==> src/rtl/mano_axi_master_pkg.sv <==
// Shared definitions for the Mano CPU AXI4-Lite initiator: FSM encoding and AXI response codes.
package mano_axi_master_pkg;

    localparam logic [2:0] ST_IDLE         = 3'd0;
    localparam logic [2:0] ST_WR_ADDR_DATA = 3'd1;
    localparam logic [2:0] ST_WR_RESP      = 3'd2;
    localparam logic [2:0] ST_RD_ADDR      = 3'd3;
    localparam logic [2:0] ST_RD_DATA      = 3'd4;
    localparam logic [2:0] ST_DONE         = 3'd5;

    typedef enum logic [2:0] {
        StIdle       = ST_IDLE,
        StWrAddrData = ST_WR_ADDR_DATA,
        StWrResp     = ST_WR_RESP,
        StRdAddr     = ST_RD_ADDR,
        StRdData     = ST_RD_DATA,
        StDone       = ST_DONE
    } state_e;

    localparam logic [1:0] RESP_OKAY   = 2'b00;
    localparam logic [1:0] RESP_EXOKAY = 2'b01;
    localparam logic [1:0] RESP_SLVERR = 2'b10;
    localparam logic [1:0] RESP_DECERR = 2'b11;

endpackage

==> src/rtl/mano_axi_master.sv <==
// AXI4-Lite initiator: turns one Mano CPU word request into a single AXI4-Lite read or write.
// Every output comes straight from a flop; next values are computed from the next FSM state.
module mano_axi_master
    import mano_axi_master_pkg::*;
#(
    parameter int unsigned MEM_ADDR_WIDTH     = 12,
    parameter int unsigned MEM_DATA_WIDTH     = 32,
    parameter int unsigned C_M_AXI_ADDR_WIDTH = 32,
    parameter int unsigned C_M_AXI_DATA_WIDTH = 32,
    parameter logic [C_M_AXI_ADDR_WIDTH-1:0] C_M_TARGET_BASE_ADDR = 32'h4000_0000
) (
    input  logic                            m00_axi_aclk,
    input  logic                            m00_axi_aresetn,

    input  logic                            cpu_req,
    input  logic [MEM_ADDR_WIDTH-1:0]       cpu_addr,
    input  logic                            cpu_we,
    input  logic [MEM_DATA_WIDTH-1:0]       cpu_d,
    output logic [MEM_DATA_WIDTH-1:0]       cpu_q,
    output logic                            cpu_busy,
    output logic                            cpu_done,
    output logic                            cpu_err,

    output logic [C_M_AXI_ADDR_WIDTH-1:0]   m00_axi_awaddr,
    output logic [2:0]                      m00_axi_awprot,
    output logic                            m00_axi_awvalid,
    input  logic                            m00_axi_awready,

    output logic [C_M_AXI_DATA_WIDTH-1:0]   m00_axi_wdata,
    output logic [C_M_AXI_DATA_WIDTH/8-1:0] m00_axi_wstrb,
    output logic                            m00_axi_wvalid,
    input  logic                            m00_axi_wready,

    input  logic [1:0]                      m00_axi_bresp,
    input  logic                            m00_axi_bvalid,
    output logic                            m00_axi_bready,

    output logic [C_M_AXI_ADDR_WIDTH-1:0]   m00_axi_araddr,
    output logic [2:0]                      m00_axi_arprot,
    output logic                            m00_axi_arvalid,
    input  logic                            m00_axi_arready,

    input  logic [C_M_AXI_DATA_WIDTH-1:0]   m00_axi_rdata,
    input  logic [1:0]                      m00_axi_rresp,
    input  logic                            m00_axi_rvalid,
    output logic                            m00_axi_rready
);

    state_e                          state_q, state_d;
    logic [C_M_AXI_ADDR_WIDTH-1:0]   addr_q, addr_d;
    logic [C_M_AXI_DATA_WIDTH-1:0]   wdata_q, wdata_d;
    logic [MEM_DATA_WIDTH-1:0]       rdata_q, rdata_d;
    logic                            awvalid_q, awvalid_d;
    logic                            wvalid_q, wvalid_d;
    logic                            aw_done_q, aw_done_d;
    logic                            w_done_q, w_done_d;
    logic                            bready_q, bready_d;
    logic                            arvalid_q, arvalid_d;
    logic                            rready_q, rready_d;
    logic                            busy_q, busy_d;
    logic                            done_q, done_d;
    logic                            err_q, err_d;

    logic                            aw_hs;
    logic                            w_hs;
    logic [C_M_AXI_ADDR_WIDTH-1:0]   byte_addr;

    // Word address scaled to bytes; overflow past the top of the space wraps silently.
    assign byte_addr = C_M_TARGET_BASE_ADDR + C_M_AXI_ADDR_WIDTH'({cpu_addr, 2'b00});

    assign aw_hs = awvalid_q & m00_axi_awready;
    assign w_hs  = wvalid_q & m00_axi_wready;

    always_comb begin
        state_d   = state_q;
        addr_d    = addr_q;
        wdata_d   = wdata_q;
        rdata_d   = rdata_q;
        awvalid_d = awvalid_q;
        wvalid_d  = wvalid_q;
        aw_done_d = aw_done_q;
        w_done_d  = w_done_q;
        bready_d  = bready_q;
        arvalid_d = arvalid_q;
        rready_d  = rready_q;
        done_d    = 1'b0;
        err_d     = 1'b0;

        unique case (state_q)
            StIdle: begin
                if (cpu_req) begin
                    addr_d  = byte_addr;
                    wdata_d = C_M_AXI_DATA_WIDTH'(cpu_d);
                    if (cpu_we) begin
                        state_d   = StWrAddrData;
                        awvalid_d = 1'b1;
                        wvalid_d  = 1'b1;
                        aw_done_d = 1'b0;
                        w_done_d  = 1'b0;
                    end else begin
                        state_d   = StRdAddr;
                        arvalid_d = 1'b1;
                    end
                end
            end
            StWrAddrData: begin
                // AW and W complete independently, in either order or together.
                if (aw_hs) begin
                    awvalid_d = 1'b0;
                    aw_done_d = 1'b1;
                end
                if (w_hs) begin
                    wvalid_d = 1'b0;
                    w_done_d = 1'b1;
                end
                if ((aw_done_q || aw_hs) && (w_done_q || w_hs)) begin
                    state_d  = StWrResp;
                    bready_d = 1'b1;
                end
            end
            StWrResp: begin
                if (m00_axi_bvalid) begin
                    state_d  = StDone;
                    bready_d = 1'b0;
                    done_d   = 1'b1;
                    err_d    = (m00_axi_bresp != RESP_OKAY);
                end
            end
            StRdAddr: begin
                if (m00_axi_arready) begin
                    state_d   = StRdData;
                    arvalid_d = 1'b0;
                    rready_d  = 1'b1;
                end
            end
            StRdData: begin
                if (m00_axi_rvalid) begin
                    state_d  = StDone;
                    rready_d = 1'b0;
                    rdata_d  = MEM_DATA_WIDTH'(m00_axi_rdata);
                    done_d   = 1'b1;
                    err_d    = (m00_axi_rresp != RESP_OKAY);
                end
            end
            StDone: begin
                state_d = StIdle;
            end
            default: begin
                state_d = StIdle;
            end
        endcase

        busy_d = (state_d != StIdle);
    end

    always_ff @(posedge m00_axi_aclk or negedge m00_axi_aresetn) begin
        if (!m00_axi_aresetn) begin
            state_q   <= StIdle;
            addr_q    <= '0;
            wdata_q   <= '0;
            rdata_q   <= '0;
            awvalid_q <= 1'b0;
            wvalid_q  <= 1'b0;
            aw_done_q <= 1'b0;
            w_done_q  <= 1'b0;
            bready_q  <= 1'b0;
            arvalid_q <= 1'b0;
            rready_q  <= 1'b0;
            busy_q    <= 1'b0;
            done_q    <= 1'b0;
            err_q     <= 1'b0;
        end else begin
            state_q   <= state_d;
            addr_q    <= addr_d;
            wdata_q   <= wdata_d;
            rdata_q   <= rdata_d;
            awvalid_q <= awvalid_d;
            wvalid_q  <= wvalid_d;
            aw_done_q <= aw_done_d;
            w_done_q  <= w_done_d;
            bready_q  <= bready_d;
            arvalid_q <= arvalid_d;
            rready_q  <= rready_d;
            busy_q    <= busy_d;
            done_q    <= done_d;
            err_q     <= err_d;
        end
    end

    assign cpu_q           = rdata_q;
    assign cpu_busy        = busy_q;
    assign cpu_done        = done_q;
    assign cpu_err         = err_q;

    assign m00_axi_awaddr  = addr_q;
    assign m00_axi_awprot  = 3'b000;
    assign m00_axi_awvalid = awvalid_q;
    assign m00_axi_wdata   = wdata_q;
    assign m00_axi_wstrb   = '1;
    assign m00_axi_wvalid  = wvalid_q;
    assign m00_axi_bready  = bready_q;
    assign m00_axi_araddr  = addr_q;
    assign m00_axi_arprot  = 3'b000;
    assign m00_axi_arvalid = arvalid_q;
    assign m00_axi_rready  = rready_q;

endmodule

==> config.mk <==
export PLATFORM = sky130hd
export DESIGN_NAME = mano_axi_master
export DESIGN_NICKNAME = d
export VERILOG_FILES = /design/src/rtl/mano_axi_master_pkg.sv /design/src/rtl/mano_axi_master.sv
export SDC_FILE = /design/constraint.sdc
export NUM_CORES = 1
export LEC_CHECK = 0
export BUFFER_PORTS_ARGS = -buffer_cell sky130_fd_sc_hd__buf_4
export CORE_UTILIZATION = 45
export CTS_CLUSTER_DIAMETER = 200
export CTS_CLUSTER_SIZE = 24
export DETAILED_ROUTE_END_ITERATION = 10
export GPL_ROUTABILITY_DRIVEN = 0
export PLACE_DENSITY = 0.89
export SKIP_CTS_REPAIR_TIMING = 1
export SLEW_MARGIN = 20
export SYNTH_ARGS = -nofsm -noshare
export SYNTH_HDL_FRONTEND = slang
export SYNTH_SLANG_ARGS = --single-unit
==> constraint.sdc <==
create_clock -name m00_axi_aclk -period 2.1 [get_ports m00_axi_aclk]
set_input_delay 0.315 -clock m00_axi_aclk [delete_from_list [all_inputs] [get_ports m00_axi_aclk]]
set_output_delay 0.315 -clock m00_axi_aclk [all_outputs]
set_load 0.01 [all_outputs]
==> metrics.yaml <==
syn-mean-instance-area_um2: 14.8
grt_pass1_wl_um: 13600
skew_ns: 0.0113
cts.clk_slew.worst_paths_ns: 0.10
pwr-share-clk_pct: 15.3
gr-usage-met3_pct: 4.64
hold_viol_final: 0
synth_area_mm2: 0.00429
insertion_delay_ns: 0.35
path_delay_family: "flip-flops"
drt_wl_total_um: 9170
coreArea_mm2: 0.00924
final_core_utilization_pct: 62.0
portBuffers: 186
netlist_instances: 290
grt-ovfl-total: 0
multi_input_area_mm2: 0.00160
die_h_um: 99.6
ir_worst_vdd_v: 0.000625
crit_path_max_fanout: 45
crit_type: "reg2reg"
seq_power_share_pct: 36.8
required_ns: 2.34
ys_types: 33
nFillCells: 713
p_per_area_mw_per_mm2: 1510
rows: 35
grt_util_all_layers_pct: 17.9
drive_above_1_share_pct: 60.8
crit_path_cell_trace: "nor4b_4, buf_12, mux2_2"
vias_per_cell: 4.51
cpPeakStageDelay_ns: 0.49
slowest_stage: "dfrtp_1"
dp_hpwl_um: 6900
cts-root-buf: "clkbuf_8"
cts_tree: "built"
switching_share_pct: 32.3
layout.nets: 556
die_area_mm2: 0.00993
finalCritPeriodShare_pct: 81.4
outcome: "completed"
grt_setup_unrepaired: "false"
use_met2_pct: 31.9
num_vias: 2711
worst_ep_arrival_time_ns: 1.95
setup_viol: 0
wl_per_cell_um: 15.3
area_growth_pct: 33.6
worstHoldPathType: "in2reg"
ant_nets: 0
synth-seq-cells: 90
p_switching_w: 0.00279
relSlewSlack_pct: 66.2
combPwrFrac_pct: 47.9
max-cap-violations: 0
worstSetupStartpointType: "register"
grt_pass1_vias: 2629
cts_buffer_depth: 2
drtIter0Drc: 45
worst-path-buf-inv: 1
fin_crit_ns: 1.71
detail_route.drc_violations: 0
dr.pass1.iters: 4
slew_viol_final: 0
cts_made_buffers: 9
finalSetupTns_ns: 0
grt_max_degree: 53
busiest_layer: "met2"
antennaDiodeCount: 0
start_util_pct: 46.4
antenna_found_initial: 0
fmax_mhz: 585
seq_area_frac_synth_pct: 52.5
grt_use_met1_pct: 20.9
end_kind: "register"
leakagePower_nw: 2.94
pin_count: 235
regArea_mm2: 0.00225
tightest_slew_ns: 0.507
cts_sinks: 90
die_w_um: 99.6
htreeDepth: 3
intPower_w: 0.00586
yosys_warnings: 0
-- final cells by class --
cell class	instances	share of cell area [%]
clock buffers	11	2.47
clock inverters	5	1.51
inverters	2	0.131
multi-input cells	172	28.0
flip-flops and latches	90	39.3
well taps	129	2.82
repair buffers	192	25.8
-- metal layers --
metal	wire length, µm	share of wire (%)
met5	0	0
met4	159	1.7
met3	667	7.3
met2	4810	52
met1	3530	39
-- flip-flops by register name, indices dropped and copies added (netlist names), 3 cells and up --
register        count
m00_axi_wdata      32
cpu_q              32
m00_axi_araddr     13
state_q             3
-- cell usage in the layout (no fill, tap or decap), types with 2 or more instances in the layout --
cell         n
mux2_2       8
conb_1      48
nor2b_1      2
clkinv_4     2
mux2_4      68
a21oi_1      5
nand2_1      7
buf_4      188
a21o_1       4
nand3_1      2
clkbuf_8    10
dfrtp_1     90
nor2_1       6
a31oi_1      2
inv_1        2
bufinv_16    2
nand4bb_1    2
o21ai_0      3
buf_12       3
-- cells by family after synthesis --
kind of cell           share of synthesized area [%]
muxes                                           26.1
buffers and inverters                           14.4
AOI/OAI and AO/OA                               3.06
DFF                                             52.5
other                                          0.175
and+or+nand+nor                                 3.76
-- cells in the mapped netlist --
| cell type | instances | area, µm² |
|---|---|---|
| or3b_1 | 1 | 8.76 |
| a21oi_1 | 5 | 25.0 |
| buf_6 | 6 | 67.6 |
| or2_2 | 1 | 6.26 |
| nor2_2 | 1 | 6.26 |
| clkbuf_1 | 1 | 3.75 |
| mux2_2 | 8 | 90.1 |
| o211ai_1 | 1 | 7.51 |
| nand4_1 | 1 | 6.26 |
| a211o_1 | 1 | 8.76 |
| nor2_1 | 6 | 22.5 |
| nand2_1 | 7 | 26.3 |
| mux2_4 | 68 | 1020 |
| mux2i_1 | 1 | 10.0 |
| o21ba_2 | 1 | 10.0 |
| nand3b_1 | 1 | 7.51 |
| o21ai_0 | 3 | 15.0 |
| and3_4 | 1 | 11.3 |
| buf_12 | 4 | 80.1 |
| a21o_1 | 4 | 30.0 |
| dfrtp_1 | 90 | 2250 |
| nor4b_2 | 1 | 15.0 |
| a31oi_1 | 2 | 12.5 |
| nand4bb_1 | 2 | 22.5 |
| inv_1 | 2 | 7.51 |
| nand3_1 | 2 | 10.0 |
| nor2b_1 | 2 | 12.5 |
| nand2b_1 | 1 | 6.26 |
| o21a_1 | 1 | 7.51 |
| buf_4 | 61 | 458 |
| o2bb2ai_1 | 1 | 8.76 |
| o22ai_1 | 1 | 6.26 |
| conb_1 | 2 | 7.51 |
-- power by group through the flow --
| stage | clock, W | sequential (W) | combinational (W) |
|---|---|---|---|
| after floorplan | 0 | 0.00346 | 0.00228 |
| final | 0.00133 | 0.00318 | 0.00414 |
| after global routing | 0.00145 | 0.00327 | 0.00440 |
| after detailed placement | 0 | 0.00321 | 0.00418 |
| after global placement | 0 | 0.00316 | 0.00405 |
| after CTS | 0.00137 | 0.00319 | 0.00419 |
-- worst paths after layout --
path | start | to | slack (ns) | cells past startpoint
max | state_q[2] | m00_axi_wdata[27] | 0.39 | 3
min | cpu_d[1] | m00_axi_wdata[1] | 0.19 | 2
max reg2reg | state_q[2] | m00_axi_wdata[27] | 0.39 | 3
min reg2reg | m00_axi_bready | m00_axi_bready | 0.49 | 2
max in group asynchronous | m00_axi_aresetn | m00_axi_bready | 0.96 | 3
min in group asynchronous | m00_axi_aresetn | m00_axi_wdata[0] | 0.46 | 2
-- metrics by stage --
step / total power [W] / setup WS, ns / cell area [µm²] / hold slack [ns] / instances
after global placement: 0.00721 / 0.438 / 5500 / 0.309 / 584
after CTS: 0.00875 / 0.386 / 5720 / -0.0772 / 600
after detailed placement: 0.00739 / 0.386 / 5500 / 0.313 / 584
after global routing: 0.00913 / 0.335 / 5730 / 0.170 / 601
after floorplan: 0.00574 / 0.576 / 4460 / 0.0194 / 336
final: 0.00865 / 0.390 / 5730 / 0.185 / 601
-- worst reg2reg max path: stages, from the launching register on --
cell and delay [ns]:
dfrtp_1 0.49, nor4b_4 0.37, buf_12 0.33, mux2_2 0.42
Power figures use the tool's default switching activity.
